File: src/rtl/pkt_defs_pkg.sv
// Shared definitions for the packet deframer/packer path: header field layout,
// parser states and the buffered beat format.
package pkt_defs_pkg;

  localparam int unsigned HDR_LEN_LSB  = 0;
  localparam int unsigned HDR_LEN_W    = 16;
  localparam int unsigned HDR_USER_LSB = 16;
  localparam int unsigned HDR_USER_W   = 48;

  typedef enum logic {
    ST_HDR,
    ST_PAY
  } state_t;

  typedef struct packed {
    logic [63:0] data;
    logic        last;
    logic [47:0] user;
  } pkt_beat_t;

endpackage

File: src/rtl/stream_buf_fifo.sv
// Small circular buffer with registered push, pop of the head entry,
// occupancy count and head-of-queue output.
module stream_buf_fifo #(
  parameter int unsigned DEPTH = 4,
  parameter int unsigned WIDTH = 8
) (
  input  logic                     clk,
  input  logic                     srst,
  input  logic                     push,
  input  logic [WIDTH-1:0]         push_data,
  input  logic                     pop,
  output logic [WIDTH-1:0]         head,
  output logic [$clog2(DEPTH):0]   occ,
  output logic                     empty
);

  localparam int unsigned AW = $clog2(DEPTH);

  logic [WIDTH-1:0] mem [DEPTH];
  logic [AW-1:0]    wr_ptr;
  logic [AW-1:0]    rd_ptr;
  logic             full;
  logic             do_pop;

  assign empty  = (occ == '0);
  assign full   = (occ == (AW+1)'(DEPTH));
  assign do_pop = pop & ~empty;
  assign head   = mem[rd_ptr];

  always_ff @(posedge clk) begin
    if (push) begin
      mem[wr_ptr] <= push_data;
    end
  end

  // Pointers are power-of-two wide, so natural overflow is the modulo wrap.
  always_ff @(posedge clk) begin
    if (srst) begin
      wr_ptr <= '0;
      rd_ptr <= '0;
      occ    <= '0;
    end else begin
      if (push) wr_ptr <= wr_ptr + 1'b1;
      if (do_pop) rd_ptr <= rd_ptr + 1'b1;
      case ({push, do_pop})
        2'b10:   occ <= occ + 1'b1;
        2'b01:   occ <= occ - 1'b1;
        default: ;
      endcase
    end
  end

  occ_bound: assert property (@(posedge clk) occ <= (AW+1)'(DEPTH));
  no_overflow: assert property (@(posedge clk) disable iff (srst) !(push && full && !do_pop));

endmodule

File: src/rtl/fifo_pkt_deframer_64.sv
// Header-parsing deframer draining a non-showahead 64-bit FIFO into a
// valid/ready stream. Define PKT_DEFRAMER_STATS_EN to add packet/word counters.
module fifo_pkt_deframer_64
  import pkt_defs_pkg::*;
#(
  parameter int unsigned BUF_DEPTH = 4,
  parameter logic [15:0] MAX_LEN   = 16'd4096
) (
  input  logic        clk,
  input  logic        srst,
  output logic        fifo_rd_en,
  input  logic [63:0] fifo_dout,
  input  logic        fifo_empty,
  input  logic        fifo_valid,
  output logic [63:0] m_data,
  output logic        m_valid,
  input  logic        m_ready,
  output logic        m_last,
  output logic [47:0] m_user,
  output logic        err_len
`ifdef PKT_DEFRAMER_STATS_EN
  ,
  output logic [31:0] stat_pkts,
  output logic [31:0] stat_words
`endif
);

  localparam int unsigned OCC_W = $clog2(BUF_DEPTH) + 1;

  state_t      state, state_next;
  logic [15:0] remaining, remaining_next;
  logic [47:0] user, user_next;
  logic        inflight;
  logic        accept;
  logic        err_set;
  logic        push;
  pkt_beat_t   push_beat;
  pkt_beat_t   head;
  logic        buf_empty;
  logic        pop;
  logic [OCC_W-1:0] occ;
  logic [OCC_W:0]   credit_used;
  logic [15:0] hdr_len;

  // Every granted read holds a slot until its word lands, headers included,
  // so the buffer can never be overrun while the sink stalls.
  assign credit_used = {1'b0, occ} + {{OCC_W{1'b0}}, inflight};
  assign fifo_rd_en  = ~srst & ~fifo_empty & (credit_used < (OCC_W+1)'(BUF_DEPTH));
  assign accept      = fifo_valid & inflight & ~srst;
  assign hdr_len     = fifo_dout[HDR_LEN_LSB +: HDR_LEN_W];

  always_comb begin
    state_next     = state;
    remaining_next = remaining;
    user_next      = user;
    push           = 1'b0;
    push_beat      = '0;
    err_set        = 1'b0;
    if (accept) begin
      unique case (state)
        ST_HDR: begin
          if ((hdr_len != 16'd0) && (hdr_len <= MAX_LEN)) begin
            user_next      = fifo_dout[HDR_USER_LSB +: HDR_USER_W];
            remaining_next = hdr_len;
            state_next     = ST_PAY;
          end else begin
            err_set = 1'b1;
          end
        end
        ST_PAY: begin
          push           = 1'b1;
          push_beat.data = fifo_dout;
          push_beat.last = (remaining == 16'd1);
          push_beat.user = user;
          remaining_next = remaining - 16'd1;
          if (remaining == 16'd1) state_next = ST_HDR;
        end
      endcase
    end
  end

  always_ff @(posedge clk) begin
    if (srst) begin
      state     <= ST_HDR;
      remaining <= '0;
      user      <= '0;
      inflight  <= 1'b0;
      err_len   <= 1'b0;
    end else begin
      state     <= state_next;
      remaining <= remaining_next;
      user      <= user_next;
      inflight  <= fifo_rd_en;
      if (err_set) err_len <= 1'b1;
    end
  end

  stream_buf_fifo #(
    .DEPTH (BUF_DEPTH),
    .WIDTH ($bits(pkt_beat_t))
  ) u_buf (
    .clk       (clk),
    .srst      (srst),
    .push      (push),
    .push_data (push_beat),
    .pop       (pop),
    .head      (head),
    .occ       (occ),
    .empty     (buf_empty)
  );

  assign m_valid = ~buf_empty;
  assign pop     = m_valid & m_ready;
  // Outputs are zeroed while idle so stale buffer entries never leak out.
  assign m_data  = m_valid ? head.data : '0;
  assign m_last  = m_valid & head.last;
  assign m_user  = m_valid ? head.user : '0;

`ifdef PKT_DEFRAMER_STATS_EN
  always_ff @(posedge clk) begin
    if (srst) begin
      stat_pkts  <= '0;
      stat_words <= '0;
    end else if (pop) begin
      stat_words <= stat_words + 32'd1;
      if (head.last) stat_pkts <= stat_pkts + 32'd1;
    end
  end
`endif

endmodule
File: config.mk
export PLATFORM = sky130hd
export DESIGN_NAME = fifo_pkt_deframer_64
export DESIGN_NICKNAME = d
export VERILOG_FILES = /design/src/rtl/pkt_defs_pkg.sv /design/src/rtl/stream_buf_fifo.sv /design/src/rtl/fifo_pkt_deframer_64.sv
export SDC_FILE = /design/constraint.sdc
export NUM_CORES = 1
export LEC_CHECK = 0
export CAP_MARGIN = 20
export CORE_ASPECT_RATIO = 1.25
export CORE_UTILIZATION = 38
export CTS_CLUSTER_SIZE = 14
export DETAILED_ROUTE_END_ITERATION = 12
export REMOVE_ABC_BUFFERS = 1
export SETUP_SLACK_MARGIN = 0.05
export SKIP_LAST_GASP = 1
export SYNTH_ARGS = -nofsm -noshare
export SYNTH_HDL_FRONTEND = slang
export SYNTH_HIERARCHICAL = 1
export SYNTH_SLANG_ARGS = --single-unit
File: constraint.sdc
create_clock -name clk -period 16.1 [get_ports clk]
set_input_delay 3.22 -clock clk [delete_from_list [all_inputs] [get_ports clk]]
set_output_delay 3.22 -clock clk [all_outputs]
set_load 0.02 [all_outputs]
==> results_dict.tcl <==
set metrics [dict create \
    power_frac_seq_pct 53.6 \
    routed_wire_length_per_instance_um 22.06 \
    dp.cells 2084 \
    net_count_reported_at_finish 1481 \
    critical_path_class "in2out" \
    synth_top_cell_by_area "sky130_fd_sc_hd__edfxtp_1" \
    worst_ep_required_time_ns 12.88 \
    netlist_area_sq_um 21350 \
    resized_gates_after_cts 0 \
    cts-buffers-inserted 52 \
    antennaDiodeCount 0 \
    report.power.total_w 0.002733 \
    number_of_endpoints_failing_setup_at_the_final_stage 0 \
    switching_share_pct 19.25 \
    drv.max_cap_violation_count 0 \
    max-clock-path-buffers 3 \
    fin_crit_ns 7.828 \
    detailedRoute.firstIterationViolations 728 \
    postCtsSetupRepairBufs 0 \
    ant_nets 0 \
    initial_utilization_pct 38.65 \
    core_region_area_sq_um 55250 \
    power.density_cell_area_nw_per_um2 106.9 \
    wl_um 48120 \
    clk_root_buffer_cell "sky130_fd_sc_hd__clkbuf_16" \
    first_pass_iters 7 \
    overflow 0 \
    status "complete, no violations" \
    io-pin-count 185 \
    worst_slew_pin_slew_ns 1.094 \
    remaining_drc_errors 0 \
    whs_ns 0.4571 \
    final_max_slew_viol_count 0 \
    p_int_w 0.002207 \
    final-instance-count-excl-fill 2181 \
    clock_sink_count 528 \
    post_route_cells_drive_above_1_share_pct 15.77 \
    maximum_fanout_along_the_worst_path 2 \
    p_switching_w 0.0005261 \
    clkTransAtPathRegs_ns 0.06 \
    power.clock.fraction_pct 44.8 \
    die_height_um 267.0 \
    setup_tns_final_ns 0 \
    vdd_ir_drop_max_mv 0.08211 \
    ys_async_sr_fraction_pct 0 \
    synth_instances 1236 \
    critical_path_arrival_ns 4.61 \
    finalClockSkew_ns 0.01236 \
    ys.warnings.count 6 \
    first_global_vias 11760 \
    antenna_found_initial 2 \
    timing.max_slew.rel_slack_pct 27.07 \
    multi_input_area_sq_um 5741 \
    min_path_type "reg2reg" \
    grt_first_pass_wirelength_um 72010 \
    num_vias 11370 \
    endpoint_kind "output pin" \
    die_x_um 214.0 \
    yosys_register_bits 528 \
    placement.io_buffers 184 \
    synth.top_cell.area_share_pct 63.56 \
    dpl.hpwl_um 26440 \
    number_of_enable_flip_flop_cells_after_synthesis 452 \
    place.gp.congestion 0.7363 \
    power.share.combinational_pct 1.6 \
    synth_area_leaders "sky130_fd_sc_hd__edfxtp_1 64%, sky130_fd_sc_hd__mux4_2 12%, sky130_fd_sc_hd__dfxtp_1 7.1%, sky130_fd_sc_hd__nor2b_1 3.4%, sky130_fd_sc_hd__and3_1 3.3%" \
    std_cell_rows 96 \
    clock_insertion_delay_worst_skew_ns 0.58 \
    grt_use_total_pct 16.80 \
    max_freq_mhz 127.8 \
    floorplan_die_area_sq_um 57150 \
    setup_repair_after_global_routing_missed_its_margin "no" \
    flow.area_growth_from_synthesis_pct 19.72 \
    ys.flop_type "sky130_fd_sc_hd__edfxtp_1" \
    netlist-cell-type-count 57 \
    post-route-period-util_pct 48.62 \
    vias_per_cell 5.211 \
    total_leakage_power_nw 8.071 \
    final.fill_count 4828 \
    cp-start-kind "input pin" \
    postSynthAreaPerCell_sq_um 17.28 \
    finalHoldViolCount 0 \
    htreeDepth 2 \
    regArea_sq_um 15110 \
    total_of_hold_buffers_inserted_after_clock_tree_synthesis 0 \
    grt_start_max_net_pins 76 \
    seq_area_frac_synth_pct 70.69 \
    cts_tree "yes" \
]
==> synth_stat cells, types with 8 or more instances <==
cell,instances
sky130_fd_sc_hd__edfxtp_1,452
sky130_fd_sc_hd__nor2b_1,115
sky130_fd_sc_hd__and3_1,113
sky130_fd_sc_hd__mux4_2,113
sky130_fd_sc_hd__dfxtp_1,76
sky130_fd_sc_hd__nor2_1,72
sky130_fd_sc_hd__clkbuf_1,56
sky130_fd_sc_hd__mux2i_1,51
sky130_fd_sc_hd__nand2_1,21
sky130_fd_sc_hd__inv_1,15
sky130_fd_sc_hd__buf_2,12
sky130_fd_sc_hd__nor3_1,12
sky130_fd_sc_hd__a31oi_1,11
sky130_fd_sc_hd__a21oi_1,9
sky130_fd_sc_hd__buf_8,8
==> worst max-delay path, stage by stage <==
cell                              delay, ns
sky130_fd_sc_hd__clkdlybuf4s50_1       0.42
sky130_fd_sc_hd__nor4_1                0.30
sky130_fd_sc_hd__clkdlybuf4s50_1       0.66
==> metal layers <==
| layer | vias to the layer above | GRT usage, % | share of wire [%] | wire length, um |
|---|---|---|---|---|
| met5 | - | 0 | 0.056 | 27 |
| met3 | 70 | 2.974 | 4.1 | 1971 |
| li1 | 5133 | - | - | - |
| met2 | 264 | 29.33 | 52 | 24920 |
| met1 | 5894 | 21.44 | 42 | 20230 |
| met4 | 4 | 4.628 | 2.0 | 979 |
==> per-stage QoR <==
step	setup slack [ns]	utilization, %	instance area [sq um]
floorplan	5.747	-	20880
global route	8.200	46.27	25560
finish	8.272	46.27	25560
detailed placement	8.244	43.08	23810
CTS	8.239	46.22	25540
global placement	8.185	43.03	23780
==> cells by family (layout without fill, tap and decap cells) <==
logic type | Yosys count | after routing | synth area share [%]
mux | 171 | 171 | 14.73
simple gates | 373 | 373 | 9.862
fa+ha+maj | 8 | 8 | 0.5039
flops | 528 | 528 | 70.69
xor+xnor | 5 | 5 | 0.2051
buf+inv | 103 | 313 | 2.514
compound gates | 48 | 48 | 1.494
==> placed cells by master (no fill, tap or decap), types with 7 or more instances in the layout <==
cell type,netlist,final
sky130_fd_sc_hd__edfxtp_1,452,452
sky130_fd_sc_hd__clkdlybuf4s50_1,0,183
sky130_fd_sc_hd__nor2b_1,115,115
sky130_fd_sc_hd__and3_1,113,113
sky130_fd_sc_hd__mux4_2,113,113
sky130_fd_sc_hd__dfxtp_1,76,73
sky130_fd_sc_hd__nor2_1,72,72
sky130_fd_sc_hd__clkbuf_16,0,53
sky130_fd_sc_hd__mux2i_1,51,51
sky130_fd_sc_hd__nand2_1,21,21
sky130_fd_sc_hd__buf_4,0,16
sky130_fd_sc_hd__inv_1,15,15
sky130_fd_sc_hd__clkbuf_1,56,14
sky130_fd_sc_hd__nor3_1,12,11
sky130_fd_sc_hd__a31oi_1,11,11
sky130_fd_sc_hd__clkinv_2,0,11
sky130_fd_sc_hd__a21oi_1,9,9
sky130_fd_sc_hd__clkbuf_8,0,8
sky130_fd_sc_hd__nand3_1,7,7
sky130_fd_sc_hd__o21ai_0,7,7
sky130_fd_sc_hd__ha_1,7,7
==> flip-flops by register name, indices dropped and copies added (netlist names), named ones only <==
| signal | flops |
|---|---|
| u_buf/rd_ptr | 2 |
| inflight | 1 |
| user | 48 |
| u_buf/occ | 3 |
| state | 1 |
| err_len | 1 |
| remaining | 16 |
| u_buf/wr_ptr | 2 |
| u_buf/mem | 452 |
==> worst paths after layout <==
check,start,cells past startpoint,to,slack [ns]
worst max-delay path,fifo_empty,3,fifo_rd_en,8.27
worst min-delay path,err_len$_SDFFE_PP0P_,2,err_len$_SDFFE_PP0P_,0.46
worst max register to register,inflight$_SDFF_PP0_,5,u_buf/mem[3][90]$_DFFE_PP_,12.03
worst min register to register,err_len$_SDFFE_PP0P_,2,err_len$_SDFFE_PP0P_,0.46
==> cell type report <==
class / count / area share, %
Clock buffer: 75 / 5.824
Clock inverter: 21 / 0.9495
Tap cell: 735 / 3.597
Multi-Input combinational cell: 605 / 22.46
Timing Repair Buffer: 201 / 7.850
Sequential cell: 528 / 59.09
Inverter: 16 / 0.2349
==> power by group through the flow <==
stage | combinational [W] | sequential [W] | clock (W)
floorplan | 0.0000117 | 0.00149 | 0
global placement | 0.0000443 | 0.00149 | 0
detailed placement | 0.0000442 | 0.00149 | 0
CTS | 0.0000445 | 0.00146 | 0.00126
global route | 0.0000466 | 0.00146 | 0.00130
finish | 0.0000436 | 0.00146 | 0.00123
Note: power is estimated with default switching activity, not from simulation.
